`config.mk`:
```
export PLATFORM = sky130hd
export DESIGN_NAME = i2c_slave_responder
export DESIGN_NICKNAME = d
export VERILOG_FILES = /design/src/rtl/i2c_slave_responder.sv
export SDC_FILE = /design/constraint.sdc
export NUM_CORES = 1
export LEC_CHECK = 0
export BUFFER_PORTS_ARGS = -buffer_cell sky130_fd_sc_hd__buf_2
export CAP_MARGIN = 20
export CELL_PAD_IN_SITES_DETAIL_PLACEMENT = 1
export CELL_PAD_IN_SITES_GLOBAL_PLACEMENT = 2
export CORE_ASPECT_RATIO = 0.9
export CORE_UTILIZATION = 41
export CTS_CLUSTER_DIAMETER = 50
export DETAILED_ROUTE_END_ITERATION = 6
export HOLD_SLACK_MARGIN = 0.05
export PLACE_DENSITY = 0.82
export RECOVER_POWER = 50
export SYNTH_ARGS = -nofsm -noshare
export SYNTH_HDL_FRONTEND = slang
export SYNTH_SLANG_ARGS = --single-unit
```
`constraint.sdc`:
```
create_clock -name clk_i -period 4.1 [get_ports clk_i]
set_input_delay 0 -clock clk_i [delete_from_list [all_inputs] [get_ports clk_i]]
set_output_delay 0 -clock clk_i [all_outputs]
set_load 0.005 [all_outputs]
```
`src/rtl/i2c_slave_responder.sv`:
```
// I2C slave responder: address match, pointer-addressed byte register file,
// write/read transfers with ACK handling, no clock stretching.
module i2c_slave_responder #(
  parameter int unsigned                I2C_ADDR_WIDTH = 7,
  parameter int unsigned                I2C_DATA_WIDTH = 8,
  parameter logic [I2C_ADDR_WIDTH-1:0]  SLAVE_ADDR     = 7'h22,
  parameter int unsigned                MEM_DEPTH      = 16
) (
  input  logic                          clk_i,
  input  logic                          rst_i,
  input  logic                          scl_i,
  input  logic                          sda_i,
  output logic                          sda_o,
  output logic                          busy_o,
  output logic                          rx_valid_o,
  output logic [I2C_DATA_WIDTH-1:0]     rx_data_o,
  output logic [$clog2(MEM_DEPTH)-1:0]  rx_ptr_o
);

  localparam int unsigned DW = I2C_DATA_WIDTH;
  localparam int unsigned PW = $clog2(MEM_DEPTH);
  localparam int unsigned CW = $clog2(I2C_DATA_WIDTH + 1);
  localparam logic [CW-1:0] LAST_BIT = CW'(DW - 1);
  localparam logic [CW-1:0] ALL_BITS = CW'(DW);

  typedef enum logic [2:0] {
    S_IDLE, S_ADDR, S_ADDR_ACK, S_WR_BYTE, S_WR_ACK, S_RD_BYTE, S_RD_ACK, S_IGNORE
  } state_t;

  logic          r_scl_s1, r_scl_s2, r_scl_d;
  logic          r_sda_s1, r_sda_s2, r_sda_d;
  state_t        r_state, w_state_n;
  logic [CW-1:0] r_cnt, w_cnt_n;
  logic [DW-1:0] r_shift, w_shift_n;
  logic          r_rw, w_rw_n;
  logic          r_first, w_first_n;
  logic [PW-1:0] r_ptr, w_ptr_n;
  logic          r_sda_o, w_sda_n;
  logic          r_busy, w_busy_n;
  logic          r_rx_valid, w_rx_valid_n;
  logic [DW-1:0] r_rx_data, w_rx_data_n;
  logic [PW-1:0] r_rx_ptr, w_rx_ptr_n;
  logic          w_mem_we;
  logic [DW-1:0] r_mem [MEM_DEPTH];

  logic          w_scl_rise, w_scl_fall, w_start, w_stop, w_match;
  logic [DW-1:0] w_byte;

  // Two-flop synchronizers plus one-cycle-delayed copies for edge detection
  always_ff @(posedge clk_i or posedge rst_i) begin
    if (rst_i) begin
      r_scl_s1 <= 1'b1; r_scl_s2 <= 1'b1; r_scl_d <= 1'b1;
      r_sda_s1 <= 1'b1; r_sda_s2 <= 1'b1; r_sda_d <= 1'b1;
    end else begin
      r_scl_s1 <= scl_i; r_scl_s2 <= r_scl_s1; r_scl_d <= r_scl_s2;
      r_sda_s1 <= sda_i; r_sda_s2 <= r_sda_s1; r_sda_d <= r_sda_s2;
    end
  end

  assign w_scl_rise = r_scl_s2 & ~r_scl_d;
  assign w_scl_fall = ~r_scl_s2 & r_scl_d;
  assign w_start    = r_scl_s2 & r_sda_d & ~r_sda_s2;
  assign w_stop     = r_scl_s2 & ~r_sda_d & r_sda_s2;
  assign w_byte     = {r_shift[DW-2:0], r_sda_s2};
  assign w_match    = (r_shift[DW-1 -: I2C_ADDR_WIDTH] == SLAVE_ADDR);

  // State register
  always_ff @(posedge clk_i or posedge rst_i) begin
    if (rst_i) r_state <= S_IDLE;
    else       r_state <= w_state_n;
  end

  // Next-state and next-output logic; bus conditions override bit timing
  always_comb begin
    w_state_n    = r_state;
    w_cnt_n      = r_cnt;
    w_shift_n    = r_shift;
    w_rw_n       = r_rw;
    w_first_n    = r_first;
    w_ptr_n      = r_ptr;
    w_sda_n      = r_sda_o;
    w_busy_n     = r_busy;
    w_rx_valid_n = 1'b0;
    w_rx_data_n  = r_rx_data;
    w_rx_ptr_n   = r_rx_ptr;
    w_mem_we     = 1'b0;
    if (w_stop) begin
      w_state_n = S_IDLE;
      w_sda_n   = 1'b1;
      w_busy_n  = 1'b0;
    end else if (w_start) begin
      w_state_n = S_ADDR;
      w_cnt_n   = '0;
      w_sda_n   = 1'b1;
      w_busy_n  = 1'b0;
    end else begin
      unique case (r_state)
        S_ADDR: begin
          if (w_scl_rise && r_cnt != ALL_BITS) begin
            w_shift_n = w_byte;
            w_cnt_n   = r_cnt + CW'(1);
          end else if (w_scl_fall && r_cnt == ALL_BITS) begin
            if (w_match) begin
              w_state_n = S_ADDR_ACK;
              w_sda_n   = 1'b0;
              w_busy_n  = 1'b1;
              w_rw_n    = r_shift[0];
            end else begin
              w_state_n = S_IGNORE;
            end
          end
        end
        S_ADDR_ACK: begin
          if (w_scl_fall) begin
            w_cnt_n = '0;
            if (r_rw) begin
              w_state_n = S_RD_BYTE;
              w_shift_n = r_mem[r_ptr];
              w_sda_n   = r_mem[r_ptr][DW-1];
            end else begin
              w_state_n = S_WR_BYTE;
              w_sda_n   = 1'b1;
              w_first_n = 1'b1;
            end
          end
        end
        S_WR_BYTE: begin
          if (w_scl_rise && r_cnt != ALL_BITS) begin
            w_shift_n = w_byte;
            w_cnt_n   = r_cnt + CW'(1);
            if (r_cnt == LAST_BIT) begin
              if (r_first) begin
                w_ptr_n   = w_byte[PW-1:0];
                w_first_n = 1'b0;
              end else begin
                w_mem_we     = 1'b1;
                w_rx_valid_n = 1'b1;
                w_rx_data_n  = w_byte;
                w_rx_ptr_n   = r_ptr;
                w_ptr_n      = r_ptr + PW'(1);
              end
            end
          end else if (w_scl_fall && r_cnt == ALL_BITS) begin
            w_state_n = S_WR_ACK;
            w_sda_n   = 1'b0;
          end
        end
        S_WR_ACK: begin
          if (w_scl_fall) begin
            w_state_n = S_WR_BYTE;
            w_sda_n   = 1'b1;
            w_cnt_n   = '0;
          end
        end
        S_RD_BYTE: begin
          if (w_scl_rise && r_cnt != ALL_BITS) begin
            w_cnt_n = r_cnt + CW'(1);
          end else if (w_scl_fall && r_cnt != '0) begin
            if (r_cnt == ALL_BITS) begin
              w_state_n = S_RD_ACK;
              w_sda_n   = 1'b1;
            end else begin
              w_shift_n = {r_shift[DW-2:0], 1'b0};
              w_sda_n   = r_shift[DW-2];
            end
          end
        end
        S_RD_ACK: begin
          // cnt cleared on an ACKed 9th rise marks "next fall starts a byte"
          if (w_scl_rise) begin
            if (r_sda_s2) begin
              w_state_n = S_IGNORE;
              w_busy_n  = 1'b0;
            end else begin
              w_ptr_n = r_ptr + PW'(1);
              w_cnt_n = '0;
            end
          end else if (w_scl_fall && r_cnt == '0) begin
            w_state_n = S_RD_BYTE;
            w_shift_n = r_mem[r_ptr];
            w_sda_n   = r_mem[r_ptr][DW-1];
          end
        end
        default: ;
      endcase
    end
  end

  // Datapath and output registers
  always_ff @(posedge clk_i or posedge rst_i) begin
    if (rst_i) begin
      r_cnt      <= '0;
      r_shift    <= '0;
      r_rw       <= 1'b0;
      r_first    <= 1'b0;
      r_ptr      <= '0;
      r_sda_o    <= 1'b1;
      r_busy     <= 1'b0;
      r_rx_valid <= 1'b0;
      r_rx_data  <= '0;
      r_rx_ptr   <= '0;
    end else begin
      r_cnt      <= w_cnt_n;
      r_shift    <= w_shift_n;
      r_rw       <= w_rw_n;
      r_first    <= w_first_n;
      r_ptr      <= w_ptr_n;
      r_sda_o    <= w_sda_n;
      r_busy     <= w_busy_n;
      r_rx_valid <= w_rx_valid_n;
      r_rx_data  <= w_rx_data_n;
      r_rx_ptr   <= w_rx_ptr_n;
    end
  end

  // Byte register file, cleared by reset
  always_ff @(posedge clk_i or posedge rst_i) begin
    if (rst_i) begin
      for (int i = 0; i < int'(MEM_DEPTH); i++) r_mem[i] <= '0;
    end else if (w_mem_we) begin
      r_mem[r_ptr] <= w_byte;
    end
  end

  assign sda_o      = r_sda_o;
  assign busy_o     = r_busy;
  assign rx_valid_o = r_rx_valid;
  assign rx_data_o  = r_rx_data;
  assign rx_ptr_o   = r_rx_ptr;

endmodule

```
==> results of run 1 <==
kinds of logic (layout without fill, tap and decap cells):
logic type	after synthesis	after routing	synth area share
mux	176	176	0.279
flops	170	170	0.515
simple gates	122	122	0.0938
compound gates	94	94	0.0711
buf+inv	60	75	0.0318
fa+ha+maj	6	6	0.00907
synth_stat cells (2+ instances only):
master / instances / area, µm²
a21o_1: 3 / 22.5
a21oi_1: 20 / 100
a221o_1: 6 / 60.1
a22oi_1: 3 / 22.5
a31oi_1: 4 / 25.0
and2_1: 4 / 25.0
and3_1: 3 / 18.8
buf_1: 3 / 11.3
buf_2: 12 / 60.1
buf_4: 2 / 15.0
buf_6: 2 / 22.5
clkbuf_1: 25 / 93.8
dfrtp_1: 163 / 4080
dfstp_2: 7 / 184
ha_1: 6 / 75.1
inv_1: 16 / 60.1
mux2_1: 3 / 33.8
mux2_2: 135 / 1520
mux2i_1: 8 / 80.1
mux4_2: 30 / 676
nand2_1: 36 / 135
nand2b_1: 6 / 37.5
nand3_1: 12 / 60.1
nand3_2: 6 / 60.1
nand3_4: 6 / 105
nand3b_1: 2 / 15.0
nand4_1: 2 / 12.5
nand4_4: 4 / 85.1
nor2_1: 21 / 78.8
nor2b_1: 7 / 43.8
nor3_1: 4 / 20.0
o211ai_1: 2 / 15.0
o21ai_0: 43 / 215
o41ai_1: 2 / 17.5
or3_1: 3 / 18.8
sequential cells by signal, summed over array words and instances (netlist names), 3 cells and up:
register	flops
rx_ptr_o	4
r_mem	128
r_shift	8
r_ptr	4
rx_data_o	8
r_cnt	4
r_state	3
cell type report:
cell class	count	area [µm²]
flip-flops and latches	170	4270
fillers	2006	10300
inverters	16	61.3
repair buffers	28	185
clock buffers	18	439
multi-input cells	398	3750
well taps	250	313
clock inverters	13	180
placed cells by master, fill, tap and decap left out, drive strengths merged, types with 6 or more instances in the layout:
master	netlist	final
mux4	30	30
a21oi	20	20
ha	6	6
inv	16	21
nand2	36	36
nand2b	6	6
nor2b	7	7
nor2	21	21
nand4	6	6
mux2	138	138
o21ai	43	43
clkbuf	25	27
dfrtp	163	163
buf	19	16
dfstp	7	7
mux2i	8	8
a221o	6	6
nand3	24	24
critical path, stage by stage, from the launching register on:
cell and delay [ps]:
dfrtp_1 730, nor2b_1 300, nand3_1 180, nor4_4 300
buf_4 540, nand3_2 430, mux2_2 400
where the power goes:
group          switching, W  internal (W)
Sequential         0.000476       0.00176
Combinational      0.000681      0.000487
Clock              0.000731      0.000990
per-stage QoR:
stage	setup slack (ps)	util	power (W)	cell area [µm²]	hold WS, ps
2_1_floorplan	1820	-	0.00301	8280	4.48
3_3_place_gp	1190	0.439	0.00335	8540	74.6
3_5_place_dp	1130	0.439	0.00340	8540	74.1
4_1_cts	1100	0.472	0.00514	9190	159
5_1_grt	951	0.472	0.00536	9190	206
6_report	1090	0.472	0.00513	9190	219
path summary, 6_finish.rpt:
check | startpoint | endpoint | slack (ps) | cells after the start
setup / recovery | r_state[0]$_DFFE_PP0P_ | r_mem[61]$_DFFE_PP0P_ | 1090 | 6
hold / removal | scl_i | r_scl_s1$_DFF_PP1_ | 220 | 2
setup reg to reg | r_state[0]$_DFFE_PP0P_ | r_mem[61]$_DFFE_PP0P_ | 1090 | 6
hold reg to reg | r_sda_s1$_DFF_PP1_ | r_sda_s2$_DFF_PP1_ | 360 | 0
max in group asynchronous | rst_i | r_mem[111]$_DFFE_PP0P_ | 2060 | 4
min in group asynchronous | rst_i | r_mem[117]$_DFFE_PP0P_ | 300 | 3
routing by layer:
layer / vias to the layer above / share of wire / global-route usage / wire length, µm
met2: 87 / 0.47 / 0.350 / 9880
li1: 2304 / - / - / -
met4: 0 / 0.019 / 0.0770 / 386
met3: 29 / 0.031 / 0.0363 / 639
met1: 2863 / 0.48 / 0.318 / 9910
met5: - / 0 / 0 / 0
what timing repair did:
item / in CTS / in global routing
hold buffers: 3 / 0
setup endpoints to repair: 0 / 0
hold endpoints to repair: 21 / 0
==> results.json, run 1 <==
{
  "outcome": "finished, final reports clean",
  "dieHeight_um": 137,
  "final-max-slew-violation-count": 0,
  "synthArstFlopShare": 1.00,
  "first_global_vias": 5676,
  "synth-seq-cells": 170,
  "rsz0062_at_grt": "false",
  "post_cts_buffers": 0,
  "synth_edf_count": 0,
  "cts_tree": "yes",
  "hold_viol": 0,
  "place.gp.congestion": 0.872,
  "synth_warnings": 0,
  "synthDistinctLibCells": 52,
  "core_mm2": 0.0195,
  "drt_iter0_drc": 277,
  "synthesis.area_mm2": 0.00827,
  "cts_resized": 0,
  "drive_above_1_share": 0.372,
  "io_buffers": 18,
  "ir_worst_vdd_mv": 0.307,
  "antenna_found_initial": 0,
  "syn_to_final_growth_pct": 11.1,
  "cp.required_ps": 4420,
  "critPathLaunchType": "flip-flop",
  "clk_pin_slew_ps": 70,
  "drtPass1Iterations": 4,
  "grt_pass1_wl_um": 34000,
  "cts_max_level": 4,
  "max_freq_ghz": 0.333,
  "path_class": "flip-flop to flip-flop",
  "fin_skew_ps": 14.8,
  "placed_cells": 858,
  "p_leak_nw": 4.24,
  "grt_usage": 0.225,
  "cts_made_buffers": 17,
  "critPathArrivalTime_ps": 3330,
  "fp-row-count": 48,
  "root_buffer": "clkbuf_16",
  "stdcell_count": 893,
  "cts_buffer_depth": 2,
  "nets": 641,
  "syn_nets": 638,
  "worstSkewPairLatency_ps": 440,
  "p_per_area_mw_per_mm2": 558,
  "num_io_pins": 19,
  "path_max_fanout": 29,
  "num_vias": 5283,
  "insertedDiodeCount": 0,
  "avgViaCountPerCell": 5.92,
  "cap_violations": 0,
  "dp_hpwl_um": 13000,
  "timing.slew.headroom": 0.151,
  "route.detailed.drc": 0,
  "hold_class": "primary input to flip-flop",
  "ant_nets": 0,
  "finalSetupTns_ps": 0,
  "fp.dieW_um": 152,
  "fin_crit_sh": 0.733,
  "period_needed_ps": 3010,
  "dieArea_mm2": 0.0208,
  "avgSynthCellArea_um2": 13.2,
  "grt_max_degree": 100,
  "wirelength_um": 20800,
  "worst_setup_path_end_kind": "flip-flop",
  "tightest_slew_ps": 1270,
  "ys.flop_type": "dfrtp_1",
  "cts_sinks": 170,
  "setup_viol": 0,
  "synthCells": 628,
  "gr-total-overflow": 0,
  "ys_seq_area_frac": 0.515,
  "start_util": 0.425,
  "wire_per_inst_um": 23.3
}
No activity file was read; power rests on OpenSTA's default activity.
==> run 2, diff against run 1 <==
--- a/config.mk
+++ b/config.mk
@@ -5,16 +5,17 @@
 export SDC_FILE = /design/constraint.sdc
 export NUM_CORES = 1
 export LEC_CHECK = 0
+export ABC_AREA = 1
 export BUFFER_PORTS_ARGS = -buffer_cell sky130_fd_sc_hd__buf_2
 export CAP_MARGIN = 20
 export CELL_PAD_IN_SITES_DETAIL_PLACEMENT = 1
 export CELL_PAD_IN_SITES_GLOBAL_PLACEMENT = 2
 export CORE_ASPECT_RATIO = 0.9
-export CORE_UTILIZATION = 41
+export CORE_UTILIZATION = 37
 export CTS_CLUSTER_DIAMETER = 50
 export DETAILED_ROUTE_END_ITERATION = 6
 export HOLD_SLACK_MARGIN = 0.05
-export PLACE_DENSITY = 0.82
+export PLACE_DENSITY = 0.84
 export RECOVER_POWER = 50
 export SYNTH_ARGS = -nofsm -noshare
 export SYNTH_HDL_FRONTEND = slang
==> constraint.sdc (replaced) <==
create_clock -name clk_i -period 2.8 [get_ports clk_i]
set_input_delay 0 -clock clk_i [delete_from_list [all_inputs] [get_ports clk_i]]
set_output_delay 0 -clock clk_i [all_outputs]
set_load 0.005 [all_outputs]
==> results.json, run 2 <==
{
  "layout_commonest_cell": "nand2_1",
  "tightest_slew_ps": 1570,
  "outcome": "complete, but fails checks",
  "dieArea_mm2": 0.0247,
  "ant_nets": 0,
  "worst_path_max_delay_cell": "dfstp_2",
  "avgViaCountPerCell": 4.99,
  "synth_area_leader_cell": "dfrtp_1",
  "layout_common_cells": "nand2_1 (477), dfrtp_1 (162), inv_1 (154)",
  "gr-total-overflow": 0,
  "dp_hpwl_um": 17700,
  "synth_compound_area_frac": 0.106,
  "synth-seq-cells": 170,
  "hold_depth": 2,
  "slowest_delay_ps": 620,
  "cts_tree": "yes",
  "topRoutingLayerUsed": "met4",
  "grt_pass1_wl_um": 43600,
  "syn_nets": 1210,
  "synth.most_common_cell": "nand2_1",
  "nets": 1219,
  "pwr-share-comb": 0.395,
  "path_buf_inv": 2,
  "grt_max_degree": 48,
  "fin_skew_ps": 14.9,
  "synth_warnings": 0,
  "root_buffer": "clkbuf_16",
  "post_cts_buffers": 0,
  "ys.flop_type": "dfrtp_1",
  "r2r_end": "r_mem[31]$_DFFE_PP0P_",
  "clk_pin_slew_ps": 80,
  "drtPass1Iterations": 4,
  "insertedDiodeCount": 0,
  "cap_violations": 1,
  "avgSynthCellArea_um2": 7.43,
  "synthAdderAreaFrac": 0.00842,
  "critPathLaunchType": "flip-flop",
  "synth_xor_area_frac": 0.000983,
  "path_max_fanout": 25,
  "wl_met1_um": 13400,
  "synth_common_cells": "nand2_1 (477), dfrtp_1 (163), inv_1 (156)",
  "hold_viol": 0,
  "start_util": 0.380,
  "worst_setup_path_end_kind": "flip-flop",
  "first_global_vias": 7683,
  "cts_sinks": 170,
  "fp-row-count": 53,
  "synthArstFlopShare": 1.00,
  "wirelength_um": 26600,
  "syn_to_final_growth_pct": 10.8,
  "synth_mux_area_frac": 0,
  "hold_class": "primary input to flip-flop",
  "grt_usage": 0.234,
  "wl_met2_um": 12200,
  "path_class": "flip-flop to flip-flop",
  "final-max-slew-violation-count": 36,
  "drive_above_1_share": 0.0933,
  "num_io_pins": 19,
  "p_leak_nw": 4.84,
  "core_mm2": 0.0235,
  "setup_ws_ps": 139,
  "drt_iter0_drc": 452,
  "ys_seq_area_frac": 0.478,
  "wl_met3_um": 745,
  "wire_per_inst_um": 17.5,
  "hold_end": "r_sda_s1$_DFF_PP1_",
  "synth_area_leaders": "dfrtp_1 (46%), nand2_1 (20%), inv_1 (6.6%)",
  "r2r_start": "r_scl_s2$_DFF_PP1_",
  "p_per_area_mw_per_mm2": 895,
  "r2r_setup_slack_ps": 140,
  "dieHeight_um": 149,
  "stdcell_count": 1524,
  "setup_viol": 0,
  "route.detailed.drc": 0,
  "cts_made_buffers": 17,
  "worstSkewPairLatency_ps": 450,
  "synthCells": 1200,
  "seqPwrFrac": 0.316,
  "io_buffers": 18,
  "rsz0062_at_grt": "true",
  "yosys.area_share.simple": 0.300,
  "cp.required_ps": 3140,
  "fillerInstances": 2955,
  "max_freq_ghz": 0.376,
  "min_from": "sda_i",
  "synthesis.area_mm2": 0.00891,
  "synthDistinctLibCells": 34,
  "ir_worst_vdd_mv": 0.400,
  "placed_cells": 1489,
  "critPathArrivalTime_ps": 3000,
  "regMostFlops": "r_mem",
  "timing.slew.headroom": -0.0539,
  "fin_crit_sh": 0.950,
  "fp.dieW_um": 166,
  "num_vias": 7600,
  "post-place-ws_ps": 154,
  "violations": "capacitance limit, slew limit",
  "place.gp.congestion": 0.823,
  "synth_top_area_share": 0.458,
  "cts_max_level": 4,
  "largest_reg_flops": 128,
  "p_switching_w": 0.00394,
  "synth_top_family_by_area": "simple AND/OR/NAND/NOR gates",
  "crit_chain": "inv_1, nor2_2, nand2_1, nor2_4, nand2_4, inv_4, nand3_1, o21ai_0",
  "cts_buffer_depth": 2,
  "clockPowerShare": 0.289,
  "period_needed_ps": 2660,
  "swShare": 0.446,
  "crit_family": "simple AND/OR/NAND/NOR gates",
  "reg2regPathDepth": 8,
  "antenna_found_initial": 0,
  "p_int_w": 0.00490,
  "synth_edf_count": 0
}
## run 2: final cells by class
class / count / area, µm² / share of cell area
Clock buffer: 17 / 425 / 0.0431
Sequential cell: 170 / 4260 / 0.432
Tap cell: 302 / 378 / 0.0383
Inverter: 159 / 601 / 0.0608
Timing Repair Buffer: 48 / 303 / 0.0307
Multi-Input combinational cell: 813 / 3710 / 0.376
Clock inverter: 15 / 190 / 0.0193
## run 2: kinds of logic after synthesis
group	after synthesis
AOI/OAI and AO/OA	175
DFF	170
buffers and inverters	217
xor gates and xnor gates	1
and+or+nand+nor	631
adders and majority gates	6
## run 2: power groups by stage
stage,clock network [W],registers (W),logic (W)
after floorplan,0,0.00274,0.00229
after global placement,0,0.00284,0.00346
after detailed placement,0,0.00284,0.00349
after CTS,0.00260,0.00279,0.00353
after global routing,0.00270,0.00282,0.00389
final,0.00256,0.00280,0.00349
## run 2: what timing repair did
action | CTS | global route
endpoints found under the setup margin | 0 | 49
resized for setup | 0 | 2
endpoints found under the hold margin | 33 | 0
hold buffers | 3 | 0
## run 2: how the worst max path moves through the flow
stage	end	start	slack [ps]	cells past startpoint
2_1_floorplan	busy_o$_DFFE_PP0P_	rst_i	640	1
3_3_place_gp	r_mem[27]$_DFFE_PP0P_	r_scl_s2$_DFF_PP1_	340	9
3_5_place_dp	r_mem[65]$_DFFE_PP0P_	r_scl_s2$_DFF_PP1_	150	8
4_1_cts	r_mem[71]$_DFFE_PP0P_	r_scl_s2$_DFF_PP1_	40	8
5_1_grt	r_mem[28]$_DFFE_PP0P_	r_scl_s2$_DFF_PP1_	-110	8
6_report	r_mem[31]$_DFFE_PP0P_	r_scl_s2$_DFF_PP1_	140	8
## run 2: through the flow
stage	area [µm²]	hold slack, ps	power [W]	setup TNS (ps)	utilization
final	9870	189	0.00884	0	0.421
after global routing	9870	176	0.00941	-2340	0.421
after floorplan	8910	4.48	0.00504	0	-
after global placement	9260	107	0.00630	0	0.395
after detailed placement	9260	107	0.00633	0	0.395
after CTS	9910	174	0.00892	0	0.422
## run 2: metal layers
layer / up-vias / global-route usage
li1: 3746 / -
met3: 19 / 0.0367
met1: 3734 / 0.333
met2: 101 / 0.374
met5: - / 0
met4: 0 / 0.0518
## run 2: worst register-to-register path: stages, from the launching register on
cell and delay (ps):
dfstp_2 620, inv_1 70, nor2_2 150, nand2_1 180, nor2_4 150, nand2_4 170, inv_4 340, nand3_1 520
o21ai_0 360
